==> config.mk <==
export PLATFORM = sky130hd
export DESIGN_NAME = fsm_seq_arbiter
export DESIGN_NICKNAME = d
export VERILOG_FILES = /design/src/rtl/fsm_seq_arbiter.sv
export SDC_FILE = /design/constraint.sdc
export NUM_CORES = 1
export LEC_CHECK = 0
export CORE_MARGIN = 2
export CORE_UTILIZATION = 25
export CTS_CLUSTER_SIZE = 40
export DETAILED_ROUTE_END_ITERATION = 8
export PLACE_DENSITY = 0.5
export SLEW_MARGIN = 20
export SYNTH_ARGS = -nofsm -noshare
export SYNTH_HDL_FRONTEND = slang
export SYNTH_SLANG_ARGS = --single-unit
==> constraint.sdc <==
create_clock -name clk -period 3.8 [get_ports clk]
set_input_delay 0.57 -clock clk [delete_from_list [all_inputs] [get_ports clk]]
set_output_delay 0.57 -clock clk [all_outputs]
set_load 0.05 [all_outputs]
==> src/rtl/fsm_seq_arbiter.sv <==
// Two-requester round-robin sequencer that time-shares one external Moore FSM:
// grants a requester, clears the FSM, shifts the pattern in LSB first and returns the response.
module fsm_seq_arbiter #(
    parameter int MAXLEN = 8
) (
    input  logic       clk,
    input  logic       reset,
    input  logic       req0,
    input  logic       req1,
    input  logic [7:0] pat0,
    input  logic [7:0] pat1,
    input  logic [3:0] len0,
    input  logic [3:0] len1,
    input  logic       fsm_out,
    output logic [1:0] gnt,
    output logic       busy,
    output logic       fsm_rst_n,
    output logic       fsm_in,
    output logic [1:0] done,
    output logic [7:0] result,
    output logic [3:0] ones_cnt
);

    localparam logic [3:0] MAX_LEN = 4'(MAXLEN);

    typedef enum logic [2:0] {IDLE, CLR, SHIFT, DRAIN, DONE} state_t;

    state_t     state_q, state_d;
    logic [1:0] gnt_q, gnt_d;
    logic [7:0] pat_q, pat_d;
    logic [3:0] len_q, len_d;
    logic [3:0] idx_q, idx_d;
    logic [7:0] acc_q, acc_d;
    logic [7:0] result_q, result_d;
    logic [3:0] ones_q, ones_d;
    logic       ptr_q, ptr_d;        // requester favoured when both ask
    logic       fsm_rst_n_q;
    logic       win;

    function automatic logic [3:0] clamp_len(input logic [3:0] l);
        return (l > MAX_LEN) ? MAX_LEN : l;
    endfunction

    always_comb begin
        // NOTE: every combinational output gets a default first so no path leaves it unassigned (no latches).
        state_d  = state_q;
        gnt_d    = gnt_q;
        pat_d    = pat_q;
        len_d    = len_q;
        idx_d    = idx_q;
        acc_d    = acc_q;
        result_d = result_q;
        ones_d   = ones_q;
        ptr_d    = ptr_q;
        win      = 1'b0;
        fsm_in   = 1'b0;
        done     = 2'b00;

        case (state_q)
            IDLE: begin
                acc_d = 8'h00;
                idx_d = 4'd0;
                if (req0 || req1) begin
                    win   = (req0 && req1) ? ptr_q : req1;
                    gnt_d = win ? 2'b10 : 2'b01;
                    pat_d = win ? pat1 : pat0;
                    len_d = clamp_len(win ? len1 : len0);
                    // An empty job skips the FSM clear and spends its one busy cycle in DRAIN.
                    state_d = (len_d == 4'd0) ? DRAIN : CLR;
                end
            end
            CLR: begin
                idx_d   = 4'd0;
                state_d = SHIFT;
            end
            SHIFT: begin
                fsm_in = pat_q[idx_q[2:0]];
                if (idx_q != 4'd0) acc_d[idx_q[2:0] - 3'd1] = fsm_out;
                if (idx_q == len_q - 4'd1) state_d = DRAIN;
                else                       idx_d   = idx_q + 4'd1;
            end
            DRAIN: begin
                if (len_q != 4'd0) acc_d[len_q[2:0] - 3'd1] = fsm_out;
                result_d = acc_d;
                ones_d   = 4'($countones(acc_d));
                state_d  = DONE;
            end
            DONE: begin
                done    = gnt_q;
                ptr_d   = gnt_q[0];
                gnt_d   = 2'b00;
                state_d = IDLE;
            end
            default: state_d = IDLE;
        endcase
    end

    // NOTE: sequential state uses non-blocking assignments so all registers update from pre-edge values.
    always_ff @(posedge clk or negedge reset) begin
        if (!reset) begin
            state_q     <= IDLE;
            gnt_q       <= 2'b00;
            pat_q       <= 8'h00;
            len_q       <= 4'd0;
            idx_q       <= 4'd0;
            acc_q       <= 8'h00;
            result_q    <= 8'h00;
            ones_q      <= 4'd0;
            ptr_q       <= 1'b0;
            fsm_rst_n_q <= 1'b0;
        end else begin
            state_q     <= state_d;
            gnt_q       <= gnt_d;
            pat_q       <= pat_d;
            len_q       <= len_d;
            idx_q       <= idx_d;
            acc_q       <= acc_d;
            result_q    <= result_d;
            ones_q      <= ones_d;
            ptr_q       <= ptr_d;
            fsm_rst_n_q <= (state_d != CLR);
        end
    end

    assign gnt       = gnt_q;
    assign busy      = (state_q != IDLE);
    assign fsm_rst_n = fsm_rst_n_q;
    assign result    = result_q;
    assign ones_cnt  = ones_q;

endmodule

# Yosys cells after proc, flatten, opt, wreduce, memory -nomap -nowiden
# Cells that the tools add are included.
# op_classes
addsub	11
order_cmp	6
n_eq_ne	9
mux	27
reduce_logical	17
# ops
operator	count
$mux 8	4
$pmux 8 s3	1
$bwmux 8	2
$lt 3x4->1 const B	3
$mux 4	3
$pmux 3 s4	1
$add 1x1->2	4
$mux 2	4
$pmux 4 s2	1
$reduce_and 2->1	4
$reduce_bool 4->1	2
$add 2x2->3	2
$demux 1 s3	2
$eq 3x2->1 const B	2
$ge 3x1->1 const B	2
$mux 3	2
$ne 2x2->1 const B	3
$reduce_bool 3->1	2
$sub 3x1->3 const B	2
$mux 1	5
$add 3x3->4	1
$add 4x1->4 const B	1
$eq 4x4->1	1
$gt 4x4->1 const B	1
other kinds (12)	15
# word_totals
ff_bits	43
out_inout_bits	19
elab_cells	80

# Depth between registers and ports, before layout
# logic_depth
ltp_word	11
depth_mapped	18
depth_no_buf	16

# Worst setup path after synthesis
# OpenSTA, ideal clock, no wires.
# synth_path
kind	register -> register
from	register len_q[0]
to	register ones_q[2], in the netlist ones_cnt[2]
setup_ns	0.083
arrival_ns	3.897
required_ns	3.717
path_slack_ns	-0.180
stages_incl_launch_ff	18
path_buffers	2
synth_period_minus_slack_ns	3.980
cell_sequence	dfrtp_1 clkbuf_1 inv_1 ha_1 clkbuf_1 nand3_1 mux2i_1 fa_1 inv_1 fa_1 inv_1 fa_1 inv_1 ha_1 inv_1 fa_1 xor2_1 o21ai_0
# synth_via
elab_chain_len	11
word_cells_on_any_way	17
cone_classes	8 x add/sub; 2 x order compare; 5 x mux; 2 x reduce/logical
# synth_rtl
item	line	rtl
start: declaration	31	logic [3:0] len_q, len_d;
start signal: assignment	115	len_q <= len_d;
$sub 3x1->3	83	if (len_q != 4'd0) acc_d[len_q[2:0] - 3'd1] = fsm_out;
$lt 3x4->1 (not written as such) / $ge 3x1->1 (equally long branches)	83	
$logic_and 1x1->1 (not written as such)	83	
$mux 1 (not written as such)	83	
$demux 1 s3	83	
$bwmux 8	83	
$mux 8 *	83	
$mux 8 *	59	case (state_q)
$add 1x1->2 (not written as such)	85	ones_d = 4'($countones(acc_d));
$add 2x2->3 (not written as such)	85	
$add 3x3->4 (not written as such) *	85	
end signal: assignment	119	ones_q <= ones_d;
end: declaration	35	logic [3:0] ones_q, ones_d;
# Mark *: on every way between the ends. The rest lies on a longest branch, timed or not. The select of a mux whose other input is x is not followed.
# A chain may end at the register's enable or synchronous reset.

# Final worst setup path
# layout_path
from	register len_q[1]
to	register ones_q[1], in the netlist ones_cnt[1]
# The elaborated chain is that of the path after synthesis.

==> summary.md <==
| Metric | Value |
|---|---|
| Area grow syn2layout | `34.0%` |
| Simple-Gate Fraction of Synth Area | `14.2%` |
| GRT Residual Overflow | `0` |
| Maximum fanout along the worst path | `4` |
| Root Buffer | `clkbuf_8` |
| Place WS | `-121 ps` |
| Largest family of logic cells by synthesized area | `compound AO/OA/AOI/OAI gates` |
| Compound-gate portion of the synthesized area | `14.5%` |
| Crit path max-delay family | `adder cells` |
| Worst endpoint required time | `3980 ps` |
| Worst R2R End | `ones_cnt[1]` |
| Distinct cells, synth | `44` |
| PnR worst setup slack | `112 ps` |
| Max clock buf depth | `2` |
| Most used cell, CP | `inv_2` |
| Pin count of the biggest net entering global routing | `44` |
| Horiz. Die Dim | `105 um` |
| Syn Nets | `302` |
| Final Setup Violations | `0` |
| Slowest CP cell | `fa_1` |
| Leading post-synthesis cells by cell area | `dfrtp_1, mux2i_1, nand2_1, ha_1, inv_1` |
| Seq/Total Area, Yosys | `42.1%` |
| Main flop type after synthesis | `dfrtp_1` |
| Largest area contributor in the netlist | `dfrtp_1` |
| DR vias/cell | `4.51` |
| XOR/XNOR Fraction of Synth Area | `3.09%` |
| Worst Hold Class | `in2async` |
| CP Class | `reg2reg` |
| Cell Area, Synth | `2550 um2` |
| Post-synth EDFFs | `0` |
| Max_cap viols | `0` |
| Drt first-iter violations | `129` |
| Pre-Repair DR Iteration Count | `4` |
| CTS Hold Bufs | `0` |
| Initial antenna violation count | `0` |
| Final Hold Fails | `0` |
| Total CTS buffers | `5` |
| Final period utilization | `97.0%` |
| Nets@finish | `357` |
| Crit path time final | `3690 ps` |
| Buffers plus inverters on the worst setup path | `5` |
| Fin Clk Skew | `5.35 ps` |
| Clock sink count | `43` |
| Post-synthesis mux area share | `12.8%` |
| Fin. max-slew vios | `0` |
| Post-route ant nets | `0` |
| Vias in the first global route | `2037` |
| Synth warn | `0` |
| Adder-Cell Fraction of Synth Area | `6.56%` |
| Max stage delay on crit path | `550 ps` |
| Layout cells sized above 1 | `15.4%` |
| First-pass GRT wire length | `10.2 mm` |
| Setup crit start | `len_q[1]` |
| Die Y | `105 um` |
| Worst-margin pin slew | `605 ps` |
| RSZ-0062 raised after global routing | `true` |
| IO Port Bufs | `47` |
| Post-DP HPWL | `4.41 mm` |
| Reg-to-reg setup timing slack | `110 ps` |
| Row count | `36` |
| Worst path cell trace | `inv_2, ha_4, xnor2_4, nand3_2, mux2i_2, fa_1, inv_2, fa_1, inv_2, fa_1, inv_1, ha_2, inv_2, fa_2, o21ai_2` |
| Relative slew slack | `59.4%` |
| Worst setup SP type | `flop` |
| FFs w/ async S/R, synth | `100%` |
| Post-synth top area share | `42.1%` |
| Clk slew on worst S/H paths | `90 ps` |
| Vias | `2033` |
| Commonest non-fill, non-tap cells in the layout | `clkdlybuf4s50_1, dfrtp_1, nand2_1` |
| Post-Syn Instances | `262` |
| Worst path arrival time | `3870 ps` |
| CTS tree | `done` |
| Fmax | `271 MHz` |
| TNS Setup | `0 ps` |
| H-tree depth reported by CTS | `2` |
| Synthesized flop and latch total | `43` |
| Ant. Diodes | `0` |
| Outcome | `complete, no violations` |
| Worst Reg2Reg Path Length in Cells | `15` |
| Reg-to-Reg Start | `len_q[1]` |
| Syn avg cell area | `9.75 um2` |
| Leading cell type in the layout, fill and taps excluded | `clkdlybuf4s50_1` |
| Drt drc | `0` |
| Core ar. | `9860 um2` |
| Worst setup EP type | `flop` |
| Initial Util | `25.9%` |
| Placer Congestion | `0.734` |
| Ports | `48` |
| Final WL | `6.07 mm` |
| Avg WL per Cell | `13.5 um` |
| Die area | `11000 um2` |
| Worst-Skew Late Latency | `300 ps` |
| All-Layer GR Usage | `11.3%` |
## cell usage after synthesis, types with 3 or more instances
cell / instances
mux2i_1: 26
nand2_1: 34
clkbuf_1: 8
nand3_1: 6
nand2b_1: 5
buf_6: 3
buf_2: 4
fa_1: 4
nor3_1: 3
inv_1: 22
xor2_1: 4
ha_1: 7
dfrtp_1: 43
nor2_1: 13
o21a_1: 9
o221ai_1: 4
o21ai_0: 16
a222oi_1: 5
a21oi_1: 8
xnor2_1: 5
## layer usage
| layer | wire, um | track usage (%) |
|---|---|---|
| met1 | 2920 | 16.0 |
| met2 | 2870 | 18.0 |
| met4 | 82 | 3.14 |
| met3 | 202 | 1.68 |
| met5 | 0 | 0 |
## state kept, by name, indices dropped and copies added, names as in the netlist
name / cells
acc_q: 8
pat_q: 8
result: 8
idx_q: 4
len_q: 4
ones_cnt: 4
state_q: 3
gnt: 2
fsm_rst_n: 1
ptr_q: 1
## per-stage QoR
stage,area (um2),std cells,hold WS [ps],util (%)
finish,3420,451,248,34.7
global route,3420,451,307,34.7
CTS,3360,447,475,34.0
detailed placement,3210,439,469,32.5
global placement,3210,439,465,32.5
floorplan,2570,262,274,-
## repair_timing
| action | CTS | global route |
|---|---|---|
| pin swaps | 0 | 6 |
| resized for setup | 2 | 14 |
| gates cloned | 0 | 0 |
| buffers inserted | 0 | 4 |
| setup endpoints to repair | 2 | 3 |
## kinds of logic after synthesis
kind of cell | after synthesis
adders and majority gates | 11
AOI/OAI and AO/OA | 54
muxes | 30
buffers and inverters | 38
DFF | 43
xor gates and xnor gates | 9
and+or+nand+nor | 77
## how the worst max path moves through the flow
stage | endpoint | slack, ps | depth (start not counted)
after detailed placement | ones_cnt[2] | -120 | 13
after floorplan | ones_cnt[2] | 6 | 18
after global routing | ones_cnt[1] | -30 | 15
after global placement | ones_cnt[2] | -60 | 13
final | ones_cnt[1] | 110 | 15
after CTS | ones_cnt[2] | 20 | 16
## area by class of cell
cell class                      instances  area, um2
Fill cell                             996       6440
Multi-Input combinational cell        181       1370
Sequential cell                        43       1080
Timing Repair Buffer                   64        596
Tap cell                              133        166
Inverter                               22       82.6
Clock buffer                            5       68.8
Clock inverter                          3       67.6
Power is not shown: default switching activity piles up to over one toggle a cycle in this logic, so the estimate is an artifact.
